$ cat src/rtl/mmio_pkg.sv
// Shared register-map constants and types for the memory-mapped timer bank.
package mmio_pkg;

  localparam logic [31:0] OFF_TH    = 32'h0000_0000;
  localparam logic [31:0] OFF_TL    = 32'h0000_0004;
  localparam logic [31:0] OFF_TCON  = 32'h0000_0008;
  localparam logic [31:0] OFF_PRESC = 32'h0000_000C;
  localparam logic [31:0] OFF_GSTAT = 32'h0000_0100;
  localparam int unsigned CH_STRIDE = 16;

  localparam int unsigned EN      = 0;
  localparam int unsigned IRQEN   = 1;
  localparam int unsigned STAT    = 2;
  localparam int unsigned ONESHOT = 3;

  typedef enum logic [1:0] {
    REG_TH    = 2'd0,
    REG_TL    = 2'd1,
    REG_TCON  = 2'd2,
    REG_PRESC = 2'd3
  } reg_sel_e;

  typedef struct packed {
    logic oneshot;
    logic status;
    logic irq_en;
    logic en;
  } tcon_t;

  // One-hot register select from the low nibble of a channel offset.
  function automatic logic [3:0] reg_onehot(input logic [3:0] off_lo);
    return {off_lo == OFF_PRESC[3:0], off_lo == OFF_TCON[3:0],
            off_lo == OFF_TL[3:0],    off_lo == OFF_TH[3:0]};
  endfunction

endpackage

$ cat src/rtl/timer_channel.sv
// One timer channel: reload, counter, control, prescaler and tick/overflow logic.
module timer_channel
  import mmio_pkg::*;
#(
  parameter int unsigned CNT_W = 32
) (
  input  logic             clk,
  input  logic             reset,
  input  logic [3:0]       wsel_i,
  input  logic [CNT_W-1:0] wdata_i,
  output logic [CNT_W-1:0] th_o,
  output logic [CNT_W-1:0] tl_o,
  output logic [CNT_W-1:0] presc_o,
  output tcon_t            tcon_o
);

  logic [CNT_W-1:0] th_q, th_d;
  logic [CNT_W-1:0] tl_q, tl_d;
  logic [CNT_W-1:0] presc_q, presc_d;
  logic [CNT_W-1:0] pcnt_q, pcnt_d;
  tcon_t            tcon_q, tcon_d;
  logic             tick;
  logic             ovf;

  always_comb begin
    th_d    = th_q;
    tl_d    = tl_q;
    presc_d = presc_q;
    pcnt_d  = pcnt_q;
    tcon_d  = tcon_q;
    tick    = tcon_q.en && (pcnt_q == presc_q);
    ovf     = tick && (tl_q == '1);

    if (wsel_i[REG_PRESC] || !tcon_q.en || tick) begin
      pcnt_d = '0;
    end else begin
      pcnt_d = pcnt_q + CNT_W'(1);
    end

    if (wsel_i[REG_TH])    th_d    = wdata_i;
    if (wsel_i[REG_PRESC]) presc_d = wdata_i;

    // CPU write beats the increment; overflow reloads from the pre-write TH.
    if (wsel_i[REG_TL]) begin
      tl_d = wdata_i;
    end else if (ovf) begin
      tl_d = th_q;
    end else if (tick) begin
      tl_d = tl_q + CNT_W'(1);
    end

    if (wsel_i[REG_TCON]) begin
      tcon_d.en      = wdata_i[EN];
      tcon_d.irq_en  = wdata_i[IRQEN];
      tcon_d.oneshot = wdata_i[ONESHOT];
      if (wdata_i[STAT]) tcon_d.status = 1'b0;
    end else if (ovf && tcon_q.oneshot) begin
      tcon_d.en = 1'b0;
    end

    // A hardware set always dominates a same-edge write-1-to-clear.
    if (ovf) tcon_d.status = 1'b1;
  end

  always_ff @(posedge clk) begin
    if (reset) begin
      th_q    <= '0;
      tl_q    <= '0;
      presc_q <= '0;
      pcnt_q  <= '0;
      tcon_q  <= '0;
    end else begin
      th_q    <= th_d;
      tl_q    <= tl_d;
      presc_q <= presc_d;
      pcnt_q  <= pcnt_d;
      tcon_q  <= tcon_d;
    end
  end

  assign th_o    = th_q;
  assign tl_o    = tl_q;
  assign presc_o = presc_q;
  assign tcon_o  = tcon_q;

endmodule

$ cat src/rtl/mmio_timer_bank.sv
// Memory-mapped bank of NUM_CH independent timers with combinational read-back.
module mmio_timer_bank
  import mmio_pkg::*;
#(
  parameter int unsigned NUM_CH    = 4,
  parameter int unsigned CNT_W     = 32,
  parameter logic [31:0] BASE_ADDR = 32'h4000_0000
) (
  input  logic              clk,
  input  logic              reset,
  input  logic [31:0]       MemBus_Address,
  input  logic [31:0]       MemBus_Write_Data,
  input  logic              MemRead,
  input  logic              MemWrite,
  output logic [31:0]       Device_Read_Data,
  output logic [NUM_CH-1:0] irq
);

  logic [31:0]      addr_al;
  logic [31:0]      off;
  logic             in_win;
  logic             gstat_hit;
  logic             ch_hit;
  logic [3:0]       ch_idx;
  reg_sel_e         sel;
  logic [3:0]       reg_oh;

  logic [CNT_W-1:0] th_a    [NUM_CH];
  logic [CNT_W-1:0] tl_a    [NUM_CH];
  logic [CNT_W-1:0] presc_a [NUM_CH];
  tcon_t            tcon_a  [NUM_CH];
  logic [NUM_CH-1:0] status_v;
  logic [NUM_CH-1:0] irqen_v;

  logic unused_bits;
  assign unused_bits = ^{MemBus_Address[1:0], MemBus_Write_Data};

  // Word-aligned decode relative to the window base.
  assign addr_al   = {MemBus_Address[31:2], 2'b00};
  assign off       = addr_al - BASE_ADDR;
  assign in_win    = (addr_al >= BASE_ADDR) && (off <= OFF_GSTAT);
  assign gstat_hit = in_win && (off == OFF_GSTAT);
  assign ch_idx    = 4'(off / CH_STRIDE);
  assign ch_hit    = in_win && (off < OFF_GSTAT) && (32'(ch_idx) < NUM_CH);
  assign sel       = reg_sel_e'(off[3:2]);
  assign reg_oh    = reg_onehot(off[3:0]);

  for (genvar g = 0; g < NUM_CH; g++) begin : g_ch
    logic [3:0] wsel;
    assign wsel = (MemWrite && ch_hit && (ch_idx == 4'(g))) ? reg_oh : 4'b0000;

    timer_channel #(
      .CNT_W (CNT_W)
    ) u_ch (
      .clk     (clk),
      .reset   (reset),
      .wsel_i  (wsel),
      .wdata_i (MemBus_Write_Data[CNT_W-1:0]),
      .th_o    (th_a[g]),
      .tl_o    (tl_a[g]),
      .presc_o (presc_a[g]),
      .tcon_o  (tcon_a[g])
    );
  end

  always_comb begin
    status_v = '0;
    irqen_v  = '0;
    for (int i = 0; i < NUM_CH; i++) begin
      status_v[i] = tcon_a[i].status;
      irqen_v[i]  = tcon_a[i].irq_en;
    end
  end

  assign irq = status_v & irqen_v;

  // Zero-latency read mux; registers are zero-extended to the bus width.
  always_comb begin
    Device_Read_Data = '0;
    if (MemRead && !reset) begin
      if (gstat_hit) begin
        Device_Read_Data = 32'(status_v);
      end else if (ch_hit) begin
        for (int i = 0; i < NUM_CH; i++) begin
          if (ch_idx == 4'(i)) begin
            case (sel)
              REG_TH:    Device_Read_Data = 32'(th_a[i]);
              REG_TL:    Device_Read_Data = 32'(tl_a[i]);
              REG_TCON:  Device_Read_Data = {28'b0, tcon_a[i]};
              REG_PRESC: Device_Read_Data = 32'(presc_a[i]);
            endcase
          end
        end
      end
    end
  end

endmodule

$ cat config.mk
export PLATFORM = sky130hd
export DESIGN_NAME = mmio_timer_bank
export DESIGN_NICKNAME = d
export VERILOG_FILES = /design/src/rtl/mmio_pkg.sv /design/src/rtl/timer_channel.sv /design/src/rtl/mmio_timer_bank.sv
export SDC_FILE = /design/constraint.sdc
export NUM_CORES = 2
export LEC_CHECK = 0
export ABC_AREA = 1
export ABC_CLOCK_PERIOD_IN_PS = 3300
export BUFFER_PORTS_ARGS = -buffer_cell sky130_fd_sc_hd__buf_4
export CAP_MARGIN = 20
export CORE_ASPECT_RATIO = 0.9
export CORE_UTILIZATION = 58
export DETAILED_ROUTE_END_ITERATION = 12
export GPL_ROUTABILITY_DRIVEN = 0
export PLACE_DENSITY_LB_ADDON = 0.12
export RECOVER_POWER = 100
export SETUP_SLACK_MARGIN = 0.05
export SKIP_LAST_GASP = 1
export SLEW_MARGIN = 5
export SYNTH_ARGS = -nofsm -noshare
export SYNTH_HDL_FRONTEND = slang
export SYNTH_HIERARCHICAL = 1
export SYNTH_SLANG_ARGS = --single-unit
export TNS_END_PERCENT = 30
$ cat constraint.sdc
create_clock -name clk -period 3.3 [get_ports clk]
set_input_delay 0.66 -clock clk [delete_from_list [all_inputs] [get_ports clk]]
set_output_delay 0.66 -clock clk [all_outputs]
set_load 0.01 [all_outputs]
==> flow_summary_export.csv <==
group,metric,value,unit
floorplanning,num_rows,84,
power_and_ir_drop,seqPwrFrac,43.8,%
worst_setup_path,cp.arrival,2660,ps
worst_setup_path,cp-startpoint,"MemBus_Address[3]",
worst_setup_path,worstRegToRegCells,10,
worst_setup_path,reg2reg_slack,130,ps
synthesis,syn_nets,5630,
route,drc_errors,0,
global_route,grt_pass1_wl,202800,µm
route,viasPerCell,6.033,
final_layout,layout.nets,5681,
clocking,cts_tree,"yes",
worst_setup_path,cpPeakStageDelay,290,ps
sta,fin_ws,-24.59,ps
final_layout,multi_input_area,0.01977,mm²
sta,whs,334.0,ps
power_and_ir_drop,switching_power,0.003562,W
worst_hold_path,min_path_type,"primary input to flop",
route,first_pass_iters,7,
global_route,grt.overflow.total,0,
clocking,htree_num_levels,2,
synthesis,syn_avg_cell_area,6.200,µm²
synthesis,synth_area_leaders,"dfxtp_1, nand2_1, inv_1",
route,dr.first_iter.drc_count,5880,
final_layout,final_area,0.03839,mm²
floorplanning,start_util,58.82,%
power_and_ir_drop,leakage,14.93,nW
floorplanning,die_area,0.06035,mm²
status,status,"finished, violations left",
route,wirelength,136400,µm
clocking,root_buffer,"clkbuf_16",
synthesis,yosysTopAreaCellShare,30.69,%
sta,slew_headroom,4.353,%
worst_setup_path,crit_path_start_kind,"primary input",
synthesis,ys_ff_latch,528,
job,drv_cap,0,
sta,fin_crit_sh,100.7,%
sta,hold_viol,0,
power_and_ir_drop,p_comb_share,6.1,%
route,antenna_left,0,
worst_setup_path,worstPathRequired,2640,ps
sta,setup_violations,2,
floorplanning,die_y,233.2,µm
clocking,clkLatencyLatePin,660,ps
global_route,grt_start_max_net_pins,65,
floorplanning,io-pin-count,104,
placement,placed_area,0.03647,mm²
sta,finalMaxSlewViolations,0,
synthesis,synth-edff-count,0,
synthesis,synth_area_leader_cell,"dfxtp_1",
global_route,grt_usage,43.75,%
sta,max_freq,0.3008,GHz
clocking,numClockSinks,528,
final_layout,final_cells,6432,
clocking,clk_pin_slew,60,ps
worst_setup_path,worst-setup-path-type,"primary input to output port",
power_and_ir_drop,power.density,379.4,mW/mm²
status,failed_checks,"setup timing",
placement,port_buffers,101,
placement,dp_hpwl,96550,µm
worst_setup_path,crit_fanout,17,
sta,rsz0062_at_grt,"true",
synthesis,postSynthCellCount,5554,
sta,post-route-min-period,3325,ps
route,routedWlPerCell,21.20,µm
sta,fin_skew,22.46,ps
clocking,ctsHoldBuffers,0,
final_layout,drive_gt1_share,10.72,%
worst_setup_path,crit_top_cell,"buf_4",
synthesis,async_reset_ff_share,0,%
synthesis,yosys_warnings,6,
worst_setup_path,r2r_end,"g_ch[2].u_ch/tcon_o[0]",
power_and_ir_drop,irDropWorstVdd,0.4202,mV
sta,worstMarginPinSlew,1431,ps
power_and_ir_drop,p_int,0.01100,W
synthesis,syn_area,0.03444,mm²
worst_setup_path,crit_chain,"buf_4 > inv_2 > nand2_2 > buf_4 > or2_2 > o2111ai_1 > nand3_1 > nor2_1 > nor2_1 > buf_4 > buf_4",
route,dr_total_vias,38810,
floorplanning,coreArea,0.05854,mm²
power_and_ir_drop,pwr-share-clk,50.2,%
synthesis,synth_cell_types,50,
worst_setup_path,timing.rr.start,"g_ch[2].u_ch/tl_o[0]",
power_and_ir_drop,sw_frac_of_total,24.46,%
global_route,grt_pass1_vias,33840,
synthesis,ys_seq_area_share,30.69,%
worst_setup_path,critical-path-slowest-cell,"or2_2",
global_route,antenna_found_initial,6,
final_layout,fillers,5533,
clocking,cts_made_buffers,58,
placement,dp.cells,6314,
clocking,clockBufferDepth,3,
final_layout,seqCellArea,0.01057,mm²
final_layout,area_growth_syn_to_layout,11.47,%
synthesis,synthFlopType,"dfxtp_1",
floorplanning,die_w,258.8,µm
worst_setup_path,cp-endpoint,"Device_Read_Data[31]",
worst_setup_path,end_kind,"output port",
-- flip-flops by register name, indices dropped and copies added (netlist names) --
| signal | count |
|---|---|
| g_ch.u_ch/pcnt_q | 128 |
| g_ch.u_ch/tl_o | 128 |
| g_ch.u_ch/th_o | 128 |
| g_ch.u_ch/presc_o | 128 |
| g_ch.u_ch/tcon_o | 16 |
-- layout make-up --
class	instances	area share, %
diodes	6	0.03911
clock buffers	85	4.628
clock inverters	22	0.8963
inverters	735	7.197
multi-input cells	4022	51.49
flip-flops and latches	528	27.53
well taps	774	2.523
repair buffers	260	5.691
-- cells by family after synthesis --
logic type,Yosys count,synth area share (%)
and+or+nand+nor,2967,38.85
buffers and inverters,1004,11.88
AOI/OAI and AO/OA,872,13.84
DFF,528,30.69
xor gates and xnor gates,175,4.451
adders and majority gates,8,0.2907
-- routing by layer --
metal  up-vias  track usage, %  share of wire [%]
met5         -           1.471               0.12
met4         7           23.80                6.3
met3       495           14.76                 16
met2      2754           61.10                 39
met1     17470           58.61                 39
li1      18080               -                  -
-- placed cells by master (no fill, tap or decap), types with 8 or more instances in the layout --
cell type	n
a21oi_1	424
a21oi_2	32
and3_1	8
buf_12	21
buf_4	210
bufinv_16	9
clkbuf_1	19
clkbuf_16	61
clkbuf_8	16
clkinv_1	64
clkinv_2	10
dfxtp_1	528
ha_1	8
inv_1	620
inv_2	50
nand2_1	1434
nand2_2	16
nand3_1	386
nand3b_1	13
nand4_1	204
nor2_1	559
nor2_2	34
nor2_4	15
nor3_1	120
nor3_2	26
nor3_4	11
nor3b_1	38
nor4_1	25
o2111ai_1	28
o211ai_1	8
o21ai_0	330
o221ai_1	21
o22ai_1	22
or2_2	55
xnor2_1	67
xor2_1	108
-- power by group through the flow --
stage / sequential, W / clock [W] / combinational, W
5_1_grt: 0.00637 / 0.00755 / 0.000884
3_3_place_gp: 0.00651 / 0 / 0.000808
4_1_cts: 0.00637 / 0.00731 / 0.000815
6_report: 0.00637 / 0.00731 / 0.000885
2_1_floorplan: 0.00651 / 0 / 0.000328
3_5_place_dp: 0.00651 / 0 / 0.000813
-- worst max-delay path, delay by kind of cell --
kind	cells	cell delay, ps
compound gates	1	260
simple gates	5	910
buf+inv	5	830
-- worst min-delay path by stage --
stage / cells past startpoint / slack [ps] / endpoint / from
final: 2 / 330 / g_ch[3].u_ch/tl_o[22] / reset
after global routing: 2 / 340 / g_ch[3].u_ch/tl_o[20] / reset
after CTS: 2 / 320 / g_ch[3].u_ch/tl_o[27] / reset
after detailed placement: 1 / 450 / g_ch[3].u_ch/pcnt_q[0] / g_ch[3].u_ch/pcnt_q[0]
after global placement: 1 / 450 / g_ch[3].u_ch/pcnt_q[0] / g_ch[3].u_ch/pcnt_q[0]
after floorplan: 1 / 430 / g_ch[0].u_ch/pcnt_q[0] / g_ch[0].u_ch/pcnt_q[0]
-- cells in the mapped netlist, types with 2 or more instances --
library cell	instances
nor4_2	4
nand3b_1	13
nand3_1	388
o211ai_1	8
clkbuf_8	3
nand2_1	1431
o31ai_1	4
or2_0	5
nand4_1	202
o21ai_0	331
o221ai_1	21
ha_1	8
clkinv_1	64
inv_1	621
buf_4	12
or2_2	55
nand3_4	4
a21oi_2	42
buf_1	14
dlygate4sd1_1	2
nor2_1	565
inv_2	50
o22ai_1	22
buf_2	68
nor2_4	15
clkbuf_4	4
o2111ai_1	28
dfxtp_1	528
nand4_2	4
xnor2_1	67
nor3_4	4
a21oi_1	414
nor4_1	25
nand4_4	3
buf_6	18
nor3_1	125
nor3_2	28
xor2_1	108
and3_1	8
nor3b_1	34
nand2_2	19
nor2_2	28
clkbuf_1	147
nor3b_2	4
-- what timing repair did --
item / in CTS / in global routing
endpoints found under the hold margin: 0 / 0
buffers inserted: 0 / 4
gates resized for setup: 1 / 9
pin swaps: 0 / 3
setup endpoints to repair: 1 / 14
cloned: 0 / 1
-- stage by stage --
stage	power, W	worst slack [ps]	setup TNS [ps]	util [%]
floorplan	0.006842	655.6	0	-
global placement	0.007323	25.01	0	62.25
detailed placement	0.007327	20.31	0	62.30
CTS	0.01449	77.37	0	65.92
global route	0.01480	-36.05	-211.7	65.55
finish	0.01457	-24.59	-40.16	65.57
No activity file was read; power rests on OpenSTA's default activity.
